===== config.mk =====
export PLATFORM = sky130hd
export DESIGN_NAME = fetch_ctrl
export DESIGN_NICKNAME = d
export VERILOG_FILES = /design/src/rtl/fetch_ctrl.sv
export SDC_FILE = /design/constraint.sdc
export NUM_CORES = 1
export LEC_CHECK = 0
export BUFFER_PORTS_ARGS = -buffer_cell sky130_fd_sc_hd__buf_2
export CAP_MARGIN = 25
export CORE_ASPECT_RATIO = 0.5
export CORE_MARGIN = 1.5
export CORE_UTILIZATION = 56
export CTS_CLUSTER_DIAMETER = 30
export DETAILED_ROUTE_END_ITERATION = 6
export PLACE_DENSITY = 0.8
export SETUP_SLACK_MARGIN = 0.05
export SLEW_MARGIN = 20
export SYNTH_ARGS = -nofsm -noshare
export SYNTH_HDL_FRONTEND = slang
export SYNTH_SLANG_ARGS = --single-unit
export TNS_END_PERCENT = 5

===== constraint.sdc =====
create_clock -name clk -period 7.41 [get_ports clk]
set_clock_uncertainty 0.05 [all_clocks]
set_input_delay 0.3705 -clock clk [delete_from_list [all_inputs] [get_ports clk]]
set_output_delay 0.3705 -clock clk [all_outputs]
set_load 0.02 [all_outputs]

===== src/rtl/fetch_ctrl.sv =====
// Instruction fetch sequencer for a 1-cycle synchronous-read instruction memory.
// It issues fetch PCs, buffers responses in a 2-entry skid FIFO and handles execute redirects.
module fetch_ctrl #(
  parameter logic [31:0] RESET_PC  = 32'h0000_0000,
  parameter int unsigned MEM_DEPTH = 1024
) (
  input  logic        clk,
  input  logic        rst_n,
  output logic [31:0] imem_addr,
  input  logic [31:0] imem_rdata,
  input  logic        redirect_valid,
  input  logic [31:0] redirect_pc,
  output logic        out_valid,
  input  logic        out_ready,
  output logic [31:0] out_pc,
  output logic [31:0] out_instr,
  output logic        misalign_fault
);

  typedef enum logic {RUN, HALT} state_e;

  state_e      state_q, state_d;
  logic [31:0] fetch_pc_q, fetch_pc_d;
  logic        req_v_q, req_v_d;
  logic [31:0] req_pc_q, req_pc_d;
  logic        misalign_q;

  logic [31:0] fifo_pc_q    [2];
  logic [31:0] fifo_instr_q [2];
  logic        rd_ptr_q, wr_ptr_q;
  logic [1:0]  count_q;

  logic        misaligned;
  logic        fifo_empty;
  logic        pop, fifo_pop, push;
  logic        issue;
  logic [2:0]  occupancy;

  if (MEM_DEPTH == 0) begin : g_bad_depth
    $error("fetch_ctrl: MEM_DEPTH must be non-zero");
  end

  assign misaligned     = (redirect_pc[1:0] != 2'b00);
  assign imem_addr      = fetch_pc_q;
  assign misalign_fault = misalign_q;

  always_ff @(posedge clk or negedge rst_n) begin
    if (!rst_n) state_q <= RUN;
    else        state_q <= state_d;
  end

  always_comb begin
    state_d = state_q;
    if (redirect_valid) state_d = misaligned ? HALT : RUN;
  end

  // Occupancy after this cycle's pop decides whether one more read fits the FIFO.
  always_comb begin
    occupancy = {1'b0, count_q} + {2'b00, req_v_q} - {2'b00, pop};
    issue     = (state_q == RUN) && !redirect_valid && (occupancy <= 3'd1);
  end

  assign fifo_empty = (count_q == 2'd0);
  assign out_valid  = !fifo_empty || req_v_q;
  assign pop        = out_valid && out_ready;
  assign fifo_pop   = pop && !fifo_empty;
  assign push       = req_v_q && !(fifo_empty && pop);

  always_comb begin
    out_pc    = '0;
    out_instr = '0;
    if (!fifo_empty) begin
      out_pc    = fifo_pc_q[rd_ptr_q];
      out_instr = fifo_instr_q[rd_ptr_q];
    end else if (req_v_q) begin
      out_pc    = req_pc_q;
      out_instr = imem_rdata;
    end
  end

  always_comb begin
    fetch_pc_d = fetch_pc_q;
    req_v_d    = 1'b0;
    req_pc_d   = req_pc_q;
    if (redirect_valid) begin
      if (!misaligned) fetch_pc_d = redirect_pc;
    end else if (issue) begin
      req_v_d    = 1'b1;
      req_pc_d   = fetch_pc_q;
      fetch_pc_d = fetch_pc_q + 32'd4;
    end
  end

  always_ff @(posedge clk or negedge rst_n) begin
    if (!rst_n) begin
      fetch_pc_q <= RESET_PC;
      req_v_q    <= 1'b0;
      req_pc_q   <= '0;
      misalign_q <= 1'b0;
    end else begin
      fetch_pc_q <= fetch_pc_d;
      req_v_q    <= req_v_d;
      req_pc_q   <= req_pc_d;
      misalign_q <= redirect_valid && misaligned;
    end
  end

  // A redirect flushes the FIFO; the entries are only visible through count_q.
  always_ff @(posedge clk or negedge rst_n) begin
    if (!rst_n) begin
      rd_ptr_q <= 1'b0;
      wr_ptr_q <= 1'b0;
      count_q  <= 2'd0;
    end else if (redirect_valid) begin
      rd_ptr_q <= 1'b0;
      wr_ptr_q <= 1'b0;
      count_q  <= 2'd0;
    end else begin
      if (push)     wr_ptr_q <= ~wr_ptr_q;
      if (fifo_pop) rd_ptr_q <= ~rd_ptr_q;
      count_q <= count_q + {1'b0, push} - {1'b0, fifo_pop};
    end
  end

  always_ff @(posedge clk) begin
    if (push && !redirect_valid) begin
      fifo_pc_q[wr_ptr_q]    <= req_pc_q;
      fifo_instr_q[wr_ptr_q] <= imem_rdata;
    end
  end

endmodule


==> summary.md <==
| Metric | Value |
|---|---|
| Post-synthesis sequential area ratio | 63.6% |
| Area delta synth->final | 17.6% |
| Worst min-delay path class | input pin to flip-flop |
| Clock Tree Buf Depth | 2 |
| Final non-filler cell total | 1128 |
| First-pass GRT wire length | 33.9 mm |
| Max Slew Vio Count | 0 |
| Sink Count | roughly 200 |
| Root cell of the clock tree | clkbuf_16 |
| Cts hold-fix bufs | 0 |
| Cell variety after synth | 52 |
| Dominant cells by area after synthesis | edfxtp_1 (43%), dfrtp_1 (20%), mux2i_1 (7.6%) |
| Req. time, crit path | 7660 ps |
| Max-cap violation count | 0 |
| # resized after CTS | 0 |
| Htree depth | 4 |
| Psw | 1700 uW |
| Crit-path leading delay family | simple AND/OR/NAND/NOR gates |
| Clk_lat worst skew | between 400 and 500 ps |
| Number of enable flip-flop cells after synthesis | between 100 and 150 |
| GPL Wtd Cong | 0.849 |
| Hold Slack | 96.2 ps |
| Least-Margin Pin Slew | 952 ps |
| Critical path arrival | 4860 ps |
| DRT Wirelength | 21.0 mm |
| DRC violations left | 0 |
| Drt first pass iters | 5 |
| Via count | 6671 |
| Initial antenna violation count | 0 |
| Design Area, Final | slightly above 10000 um2 |
| Critical Path End Type | flip-flop |
| Crit Path Max Fanout | 32 |
| Share of post-route cells with drive strength above 1 | 23.6% |
| Min Tclk post-route | 4600 ps |
| PwrDens | ~400 nW/um2 |
| # rows | 32 |
| Dpl cell area | 9830 um2 |
| Sequential share of power | 41.4% |
| Total CTS buffers | 17 |
| Comb pwr share | between 30% and 40% |
| Die width | 181 um |
| Asr flop ratio synth | 35.7% |
| Mapped Nets | 840 |
| WS Path Type | flip-flop to flip-flop |
| Period utilisation layout | 62.1% |
| Most frequent cells in the layout | buf_2 (165), edfxtp_1 (128), nand2_1 (114) |
| GRT Util Overall | 26.1% |
| Clock transition at the registers of the reported paths | 70 ps |
| Vias/cell | 5.91 |
| Yosys top cell area share | 43.5% |
| Final hold vios | 0 |
| Post-Synthesis Cells | 766 |
| Die Y | 91.8 um |
| Routed WL per cell | approximately 19 um |
| Post-DRT Antenna Nets | 0 |
| Core Box Area | around 15000 um2 |
| Largest net degree at the start of global routing | 75 |
| CTS tree | built |
| P_int | roughly 2400 uW |
| IO Count | 166 |
| Setup crit start kind | flip-flop |
| Dpl cells | 1095 |
| Flops & latches, synth | 199 |
| LEAKAGE | roughly 0.0041 uW |
| # diodes | 0 |
| Final HPWL DP | 13.3 mm |
| WP buf/inv | 4 |
| Yosys Warn Count | 0 |
| CP max-delay cell | nand3_1 |
| Setup bufs post-CTS | 0 |
| CP cell instances | or3_1 -> and2_1 -> ha_1 -> inv_1 -> ha_1 -> inv_1 -> fa_1 -> xnor2_1 -> nand3_1 -> buf_4 -> inv_2 -> nand4_1 -> o31a_1 -> o31a_1 |
| Most common cell after layout, fill and taps aside | buf_2 |
| Clock share of power | 21.1% |
| Post-synthesis cell area | 8840 um2 |
| Top FF cell, synth | edfxtp_1 |
| Vias in the first global route | 6488 |
| Avg Cell Area, Syn | 11.5 um2 |
| Max frequency | 217 MHz |
| Slew HR | 36.1% |
| Crit-path max cell delay | 520 ps |
| Largest area contributor in the netlist | edfxtp_1 |
| Sw Ratio | between 40% and 50% |
| VDD IR max | 208 uV |
| Sum Neg Setup Slack | 0 ps |
| Setup violators final | 0 |
| Nets@finish | 985 |
| GR Overflow Total | 0 |
| Die area | 16600 um2 |
| RSZ-0062 raised after global routing | no |
| R2R Setup Slk | 2810 ps |
| Starting Density | 57.3% |
| Starting DRC count in detailed routing | approximately 660 |
| Outcome | finished, final reports clean |
| Port Buffers | 165 |
## stage by stage
stage	utilization, %	total power, uW	worst slack (ps)
after floorplan	-	2650	1180
after global placement	63.8	3150	3080
after detailed placement	63.8	3200	2890
after CTS	67.3	4060	2810
after global routing	67.4	4290	2550
final	67.4	4070	2810
## routing by layer
layer  wire, um  track usage, %
met5          0               0
met4        316            7.00
met3       1780            5.20
met2       9690            40.8
met1       9190            37.5
## state kept, by name, indices dropped and copies added (netlist names)
register / count
count_q: 2
fifo_instr_q: 64
fifo_pc_q: 64
imem_addr: 32
misalign_fault: 1
rd_ptr_q: 1
req_pc_q: 32
req_v_q: 1
state_q: 1
wr_ptr_q: 1
## power groups by stage
stage | clock, uW | sequential (uW) | combinational (uW)
final | 857 | 1680 | 1530
after global routing | 915 | 1700 | 1670
after CTS | 868 | 1670 | 1510
after detailed placement | 0 | 1690 | 1510
after global placement | 0 | 1680 | 1470
after floorplan | 0 | 1660 | 991
## synth_stat cells (3+ instances only)
| cell | n |
|---|---|
| mux2i_1 | 67 |
| a21oi_1 | 27 |
| ha_1 | 5 |
| o22ai_1 | 4 |
| a22oi_1 | 5 |
| clkbuf_1 | 41 |
| nor2_1 | 32 |
| nand3_1 | 73 |
| a311oi_1 | 4 |
| o31a_1 | 3 |
| o21ai_0 | 89 |
| nor4_1 | 4 |
| buf_1 | 8 |
| edfxtp_1 | 128 |
| nor2b_1 | 6 |
| nor3_1 | 12 |
| xnor2_1 | 3 |
| and3_1 | 8 |
| nand2_1 | 114 |
| nand4_1 | 10 |
| dfrtp_1 | 71 |
| inv_1 | 8 |
## final cells by class
cell class | instances | area, um2
fill | 1177 | 5020
clock buffer | 19 | 433
inverter | 9 | 33.8
timing repair buffer | 177 | 928
sequential | 199 | 5630
tap | 204 | 255
clock inverter | 13 | 106
multi-input combinational | 507 | 3010
## worst paths after layout
check	end	from	depth (start not counted)
min in group asynchronous	rd_ptr_q	rst_n	2
max in group asynchronous	rd_ptr_q	rst_n	2
min reg2reg	fifo_pc_q[0][29]	req_pc_q[29]	0
min	fifo_instr_q[0][8]	imem_rdata[8]	1
max	imem_addr[28]	count_q[1]	14
max reg2reg	imem_addr[28]	count_q[1]	14
## cells by family after synthesis
kind of cell | Yosys count | synth area share [%]
and+or+nand+nor | 276 | 14.9
DFF | 199 | 63.6
AOI/OAI and AO/OA | 153 | 9.95
muxes | 67 | 7.59
buffers and inverters | 60 | 2.58
adders and majority gates | 6 | 0.934
xor gates and xnor gates | 5 | 0.496
## worst reg2reg max path, cell delays in order, from the launching register on
cell,delay (ps)
dfrtp_1,480
or3_1,350
and2_1,170
ha_1,270
inv_1,70
ha_1,150
inv_1,60
fa_1,380
xnor2_1,220
nand3_1,520
buf_4,460
inv_2,470
nand4_1,280
o31a_1,300
o31a_1,270
Power figures use the tool's default switching activity.
